<file path="config.mk">
export PLATFORM = sky130hd
export DESIGN_NAME = hack_cpu
export DESIGN_NICKNAME = d
export VERILOG_FILES = /design/src/rtl/hack_pkg.sv /design/src/rtl/alu.sv /design/src/rtl/hack_pc.sv /design/src/rtl/hack_cpu.sv
export SDC_FILE = /design/constraint.sdc
export NUM_CORES = 1
export LEC_CHECK = 0
export CAP_MARGIN = 0
export CORE_MARGIN = 1
export CORE_UTILIZATION = 50
export DETAILED_ROUTE_END_ITERATION = 10
export GPL_ROUTABILITY_DRIVEN = 0
export MAX_ROUTING_LAYER = met4
export PLACE_DENSITY = 0.84
export SLEW_MARGIN = 10
export SYNTH_ARGS = -nofsm -noshare
export SYNTH_HDL_FRONTEND = slang
export SYNTH_SLANG_ARGS = --single-unit
</file>
<file path="constraint.sdc">
create_clock -name clk -period 23.3 [get_ports clk]
set_input_delay 6.99 -clock clk [delete_from_list [all_inputs] [get_ports clk]]
set_output_delay 6.99 -clock clk [all_outputs]
set_load 0.02 [all_outputs]
</file>
<file path="src/rtl/hack_pkg.sv">
// Hack CPU shared definitions: instruction field positions, dest/jump/comp encodings, jump helper.
// Pure declarations; no latency or backpressure of its own.
package hack_pkg;

   localparam int WIDTH  = 16;
   localparam int ADDR_W = 15;

   localparam int OP_BIT  = 15;
   localparam int A_BIT   = 12;
   localparam int COMP_HI = 11;
   localparam int COMP_LO = 6;
   localparam int DEST_HI = 5;
   localparam int DEST_LO = 3;
   localparam int JMP_HI  = 2;
   localparam int JMP_LO  = 0;

   typedef enum logic [2:0] {
      DEST_NULL = 3'b000,
      DEST_M    = 3'b001,
      DEST_D    = 3'b010,
      DEST_MD   = 3'b011,
      DEST_A    = 3'b100,
      DEST_AM   = 3'b101,
      DEST_AD   = 3'b110,
      DEST_AMD  = 3'b111
   } dest_e;

   typedef enum logic [2:0] {
      JMP_NULL = 3'b000,
      JMP_JGT  = 3'b001,
      JMP_JEQ  = 3'b010,
      JMP_JGE  = 3'b011,
      JMP_JLT  = 3'b100,
      JMP_JNE  = 3'b101,
      JMP_JLE  = 3'b110,
      JMP_JMP  = 3'b111
   } jump_e;

   localparam logic [5:0] COMP_ZERO    = 6'b101010;
   localparam logic [5:0] COMP_ONE     = 6'b111111;
   localparam logic [5:0] COMP_NEG1    = 6'b111010;
   localparam logic [5:0] COMP_D       = 6'b001100;
   localparam logic [5:0] COMP_A       = 6'b110000;
   localparam logic [5:0] COMP_NOTD    = 6'b001101;
   localparam logic [5:0] COMP_NOTA    = 6'b110001;
   localparam logic [5:0] COMP_NEGD    = 6'b001111;
   localparam logic [5:0] COMP_NEGA    = 6'b110011;
   localparam logic [5:0] COMP_DPLUS1  = 6'b011111;
   localparam logic [5:0] COMP_APLUS1  = 6'b110111;
   localparam logic [5:0] COMP_DMINUS1 = 6'b001110;
   localparam logic [5:0] COMP_AMINUS1 = 6'b110010;
   localparam logic [5:0] COMP_DPLUSA  = 6'b000010;
   localparam logic [5:0] COMP_DMINUSA = 6'b010011;
   localparam logic [5:0] COMP_AMINUSD = 6'b000111;
   localparam logic [5:0] COMP_DANDA   = 6'b000000;
   localparam logic [5:0] COMP_DORA    = 6'b010101;

   // Bit order matches the instruction word, so a plain cast decodes it.
   typedef struct packed {
      logic       op;
      logic [1:0] rsvd;
      logic       a;
      logic [5:0] comp;
      logic [2:0] dest;
      logic [2:0] jmp;
   } c_instr_t;

   function automatic logic jump_taken(input logic [2:0] jmp, input logic zr, input logic ng);
      return (jmp[2] & ng) | (jmp[1] & zr) | (jmp[0] & ~ng & ~zr);
   endfunction

endpackage

</file>
<file path="src/rtl/alu.sv">
// Hack ALU: zero/negate each operand, add or AND, optionally negate result; reports zr/ng.
// Purely combinational, zero latency, no flow control.
module alu #(
   parameter int WIDTH = 16
) (
   input  logic [WIDTH-1:0] x,
   input  logic [WIDTH-1:0] y,
   input  logic             zx,
   input  logic             nx,
   input  logic             zy,
   input  logic             ny,
   input  logic             f,
   input  logic             no,
   output logic [WIDTH-1:0] out,
   output logic             zr,
   output logic             ng
);

   logic [WIDTH-1:0] x1, x2, y1, y2, r;

   always_comb begin
      x1  = zx ? '0 : x;
      x2  = nx ? ~x1 : x1;
      y1  = zy ? '0 : y;
      y2  = ny ? ~y1 : y1;
      r   = f ? (x2 + y2) : (x2 & y2);
      out = no ? ~r : r;
      zr  = (out == '0);
      ng  = out[WIDTH-1];
   end

endmodule

</file>
<file path="src/rtl/hack_pc.sv">
// Program counter: reset to 0, hold on stall, load on jump, otherwise increment (wraps).
// Update visible one cycle after an enabled instruction; en=0 holds the count.
module hack_pc #(
   parameter int ADDR_W = 15
) (
   input  logic              clk,
   input  logic              rst,
   input  logic              en,
   input  logic              load,
   input  logic [ADDR_W-1:0] load_addr,
   output logic [ADDR_W-1:0] pc
);

   logic [ADDR_W-1:0] pc_d, pc_q;

   always_comb begin
      pc_d = pc_q;
      if (en) begin
         if (load) pc_d = load_addr;
         else      pc_d = pc_q + ADDR_W'(1);
      end
   end

   always_ff @(posedge clk) begin
      if (rst) pc_q <= '0;
      else     pc_q <= pc_d;
   end

   assign pc = pc_q;

endmodule

</file>
<file path="src/rtl/hack_cpu.sv">
// Hack CPU core: holds A/D/PC, decodes A/C instructions, drives the ALU and RAM write strobe.
// One instruction per cycle with instr_valid=1; instr_valid=0 stalls with no state change.
module hack_cpu
   import hack_pkg::*;
#(
   parameter int WIDTH  = hack_pkg::WIDTH,
   parameter int ADDR_W = hack_pkg::ADDR_W
) (
   input  logic              clk,
   input  logic              rst,
   input  logic              instr_valid,
   input  logic [WIDTH-1:0]  instruction,
   input  logic [WIDTH-1:0]  inM,
   output logic [WIDTH-1:0]  outM,
   output logic              writeM,
   output logic [ADDR_W-1:0] addressM,
   output logic [ADDR_W-1:0] pc
);

   logic [WIDTH-1:0] a_d, a_q;
   logic [WIDTH-1:0] d_d, d_q;
   logic [WIDTH-1:0] alu_y, alu_out;
   logic             alu_zr, alu_ng;
   logic             is_c;
   logic             take_jump;
   c_instr_t         ci;
   logic [1:0]       unused_rsvd;

   assign ci          = c_instr_t'(instruction);
   assign unused_rsvd = ci.rsvd;
   assign is_c        = instruction[OP_BIT];

   // The ALU sees the comp field on every cycle, so outM is valid even for A-instructions and stalls.
   assign alu_y = instruction[A_BIT] ? inM : a_q;

   alu #(.WIDTH(WIDTH)) u_alu (
      .x   (d_q),
      .y   (alu_y),
      .zx  (ci.comp[5]),
      .nx  (ci.comp[4]),
      .zy  (ci.comp[3]),
      .ny  (ci.comp[2]),
      .f   (ci.comp[1]),
      .no  (ci.comp[0]),
      .out (alu_out),
      .zr  (alu_zr),
      .ng  (alu_ng)
   );

   assign take_jump = instr_valid & is_c & jump_taken(ci.jmp, alu_zr, alu_ng);

   always_comb begin
      a_d = a_q;
      d_d = d_q;
      if (instr_valid) begin
         if (!is_c) begin
            a_d = instruction;
         end else begin
            if (ci.dest[2]) a_d = alu_out;
            if (ci.dest[1]) d_d = alu_out;
         end
      end
   end

   always_ff @(posedge clk) begin
      if (rst) begin
         a_q <= '0;
         d_q <= '0;
      end else begin
         a_q <= a_d;
         d_q <= d_d;
      end
   end

   // Jump target is the pre-update A, even when the same instruction also writes A.
   hack_pc #(.ADDR_W(ADDR_W)) u_pc (
      .clk       (clk),
      .rst       (rst),
      .en        (instr_valid),
      .load      (take_jump),
      .load_addr (a_q[ADDR_W-1:0]),
      .pc        (pc)
   );

   assign outM     = alu_out;
   assign writeM   = instr_valid & ~rst & is_c & ci.dest[0];
   assign addressM = a_q[ADDR_W-1:0];

endmodule
</file>
# Yosys cells after proc, flatten, opt, wreduce, memory -nomap -nowiden
# Cells that the tools add are included.
[totals]
reg_bits = 47
input_bits = 35
output_inout_bits = 47
word_cells = 37
[classes]
addsub = 2
eq_ne = 1
n_mux = 10
n_bitwise = 18
reduce_logical = 3
[ops]
columns = ["operator", "n"]
rows = [
  ["2-to-1 mux 16 bit", 9],
  ["NOT 16 bit", 3],
  ["adder 16 bit", 1],
  ["AND 16 bit", 1],
  ["logical NOT 16 bit", 1],
  ["adder 15 x 1 -> 15 bit (second input constant)", 1],
  ["2-to-1 mux 15 bit", 1],
  ["AND 1 bit", 9],
  ["NOT 1 bit", 3],
  ["AND reduction 3 bit", 1],
  ["!= test 2 bit (second input constant)", 1],
  ["OR 1 bit", 2],
  ["AND reduction 2 bit", 1],
]

# Depth between registers and ports, before layout
[depth]
word_depth = 14
depth_mapped = 19
ltp_nobuf = 16

# Modules after synthesis
# A second synthesis with hierarchy kept.
[hier_totals]
cells_unflattened = 578
area_unflattened_um2 = 4604.4
[modules_own_cells]
columns = ["mod", "n_inst", "cells_each", "area_per_inst_um2", "seq_area_each_um2"]
rows = [
  ["alu", 1, 267, 1906.8, 0.0],
  ["hack_cpu", 1, 186, 1695.4, 640.6],
  ["hack_pc", 1, 125, 1002.2, 300.3],
]

# Worst setup path before layout
# Ideal clock, no wire load.
[synth_timing]
path_type = "input-to-output"
from = "in instruction[12]"
to = "out outM[12]"
arrival_ns = 10.325
required_ns = 16.310
slack_ns = 5.985
stages = 13
cell_sequence = "clkbuf_1 clkbuf_1 mux2i_1 nor2_1 xor2_1 ha_1 clkbuf_1 a21o_1 a31oi_1 nand2_1 o311ai_0 mux2i_1 xnor2_1"
[synth_between]
elab_chain_cells = 8
word_cells_on_any_way = 9
cone_classes = "add/sub (1); mux (5); bitwise (3)"
[synth_lines]
columns = ["element", "line", "rtl"]
rows = [
  ["start: declaration", "hack_cpu.sv:12", "input logic [WIDTH-1:0] instruction,"],
  ["2-to-1 mux 16 bit (*)", "hack_cpu.sv:34", "assign alu_y = instruction[A_BIT] ? inM : a_q;"],
  ["2-to-1 mux 16 bit (*)", "alu.sv:24", "y1 = zy ? '0 : y;"],
  ["NOT 16 bit", "alu.sv:25", "y2 = ny ? ~y1 : y1;"],
  ["2-to-1 mux 16 bit (*)", "alu.sv:25", ""],
  ["adder 16 bit / AND 16 bit (equally long branches)", "alu.sv:26", "r = f ? (x2 + y2) : (x2 & y2);"],
  ["2-to-1 mux 16 bit (*)", "alu.sv:26", ""],
  ["NOT 16 bit", "alu.sv:27", "out = no ? ~r : r;"],
  ["2-to-1 mux 16 bit (*)", "alu.sv:27", ""],
  ["end: declaration", "hack_cpu.sv:14", "output logic [WIDTH-1:0] outM,"],
]
# Every way passes the cells marked *; elsewhere a longest branch is shown, timed or not.

# Worst setup path after layout
[layout_timing]
from = "in instruction[12]"
to = "out outM[14]"
# Same word-level chain as after synthesis.

==> results.ini <==
[placement]
port_buffers = 81
placed_area_sq_mm = 0.00515
hpwl_mm = 9.30
post-place-cells = 730

[setup_path]
cpMaxStageDelayCell = clkdlybuf4s50_1
worstPathArrival_ns = 12.04
worstSetupPathType = in -> out
critPathLaunch = instruction[12]
critPathRequiredTime_ns = 16.31
path_max_fanout = 17
cp_cell_sequence = clkdlybuf4s50_1, mux2i_1, nor2_1, xor2_1, ha_1, inv_1, fa_1, nand2b_1, a21oi_1, o2111ai_1, a21oi_1, a211oi_1, xnor2_1, a21oi_1, clkdlybuf4s50_1
worst_setup_path_start_kind = primary input
r2r-start = a_q[0]$_SDFFE_PP0P_
cp_common_cell = a21oi_1
critPathCaptureType = output port
critical-path-max-stage-delay_ns = 1.10
r2r_slack_ns = 18.15

[power_and_ir_drop]
ir_worst_vdd_v = 0.0000347
power_density_mw_per_mm2 = 58.8
power_leakage_nw = 1.95

[clock_network]
clockBufferDepth = 2
clkSlewWorstSetupHoldPaths_ns = 0.09
cts_buffers = 5
clkLatencyLatePin_ns = 0.31
cts_tree = built
post_cts_buffers = 0
ctsResizeCount = 0
htree_levels = 2
cts.sinks = 47
cts_root_buffer = clkbuf_8
cts_hold_buf = 0

[cells_and_area]
fin_nets = 682
fin_util_pct = 60.2
drive_above_1_share_pct = 3.50
fin_area_sq_mm = 0.00525
diodes = 0
finalNonFillerCells = 737
area_delta_synth_final_pct = 17.1

[drt]
firstDrtPassIters = 5
drt_wl_total_mm = 12.7
drtAntennaViolNets = 0
drt_iter0_drc = 253
wl_per_cell_microns = 17.3
detail_route.vias_per_cell = 6.33
drc = 0
via_count = 4663

[yosys]
ys_seq_area_share_pct = 21.0
synth_flop_cell = dfxtp_1
synth_fp_nets = 651
ys_types = 64
synth_top_area_share_pct = 21.0
yosysTopAreaCell = dfxtp_1
synthCells = 598
netlist_top_cells_count = 56 x nand2_1, 50 x nor2_1, 47 x dfxtp_1
synth.most_common_cell = nand2_1
syn_area_sq_mm = 0.00449
ys_top_cells_by_area = dfxtp_1 21%, mux2i_1 6.7%, xnor2_1 6.2%
synth-seq-cells = 47
synth_edf_count = 0
syn_avg_cell_area_sq_um = 7.51
async_reset_ff_share_pct = 0
yosys_warnings = 0

[sta]
fmax_mhz = 52.5
tns_ns = 0
rsz0062_at_grt = false
hold_viol = 0
relSlewSlack_pct = 25.8
slew_viol_final = 0
period_share_pct = 81.7
worst_pin_slew_ns = 1.11
finClkSkew_ns = 0.00434
setup-violations-final = 0
finalCriticalPeriod_ns = 19.03

[floorplan]
die-area_sq_mm = 0.00936
rows = 34
start_util_pct = 51.5
core_area_sq_mm = 0.00872
die_h_microns = 96.7
io_pins = 82
die_w_microns = 96.7

[global_route]
grt_max_degree = 56
grt_pass1_wl_mm = 20.6
grt_pass1_vias = 4247
antenna_found_initial = 0
grt_usage_pct = 27.2
gr-total-overflow = 0

[job]
drv_cap = 0

[worst_hold_path]
hold_path.class = reg -> reg
hp-start = d_q[9]$_SDFFE_PP0P_

[outcome]
status = complete, no violations

-- power breakdown --
| part | switching [mW] | internal, mW |
|---|---|---|
| Clock | 0.0298 | 0.0314 |
| Sequential | 0.00585 | 0.0860 |
| Combinational | 0.0905 | 0.0654 |
-- metal layers --
metal	global-route usage [%]	wire length (microns)	up-vias
met5	-	0	-
met4	8.96	255	0
met3	3.11	869	31
met2	46.0	6270	225
met1	33.6	5340	2204
li1	-	-	2203
-- worst max-delay path: cells and delay by family --
| family | cells | cell delay (ns) |
|---|---|---|
| AO/OA/AOI/OAI | 5 | 1.52 |
| adder cells (fa/ha/maj) | 2 | 0.71 |
| XOR/XNOR | 2 | 0.33 |
| buffers and inverters | 3 | 1.92 |
| AND/OR/NAND/NOR | 2 | 0.28 |
| multiplexers | 1 | 0.26 |
-- cell usage in the layout, fill, tap and decap left out, drive strengths merged, types with 5 or more instances in the layout --
master          n
clkbuf          5
nor3b           5
nand3          28
o211ai         13
or3             6
nor2b           5
a31oi           5
inv            19
dfxtp          47
nand2          56
nor2           50
nor4            7
mux2i          30
ha             17
a21o           10
xnor2          32
o311ai         13
a211oi         18
xor2           23
nand2b         21
a21oi          37
clkdlybuf4s50  80
nor3           12
and3           12
o21ai          13
o22ai           7
-- cells by family after synthesis --
| kind of cell | after synthesis | synth area share [%] |
|---|---|---|
| muxes | 30 | 6.69 |
| and+or+nand+nor | 224 | 25.3 |
| AOI/OAI and AO/OA | 145 | 22.7 |
| DFF | 47 | 21.0 |
| xor gates and xnor gates | 55 | 10.7 |
| buffers and inverters | 79 | 8.36 |
| adders and majority gates | 18 | 5.19 |
-- area by class of cell --
cell class                      instances  area [sq um]
Clock buffer                            5          68.8
Clock inverter                          2          37.5
Fill cell                             753          3470
Inverter                               19          71.3
Multi-Input combinational cell        472          3170
Sequential cell                        47           941
Tap cell                              108           135
Timing Repair Buffer                   84           828
-- through the flow --
| stage | hold WS [ns] | setup slack [ns] | power, mW |
|---|---|---|---|
| after floorplan | 0.437 | 5.99 | 0.198 |
| after global placement | 0.442 | 4.56 | 0.242 |
| after detailed placement | 0.449 | 4.41 | 0.246 |
| after CTS | 0.462 | 4.35 | 0.308 |
| after global routing | 0.474 | 3.98 | 0.325 |
| final | 0.459 | 4.27 | 0.309 |
-- flip-flops by register name, indices dropped and copies added, names as in the netlist --
register / flops
a_q: 16
u_pc.pc: 15
d_q: 16
-- final timing paths --
| path | end | depth (start not counted) |
|---|---|---|
| min reg2reg | d_q[9]$_SDFFE_PP0P_ | 2 |
| max | outM[14] | 15 |
| max reg2reg | u_pc.pc[0]$_SDFFE_PP0P_ | 16 |
| min | d_q[9]$_SDFFE_PP0P_ | 2 |
Power figures use the tool's default switching activity.
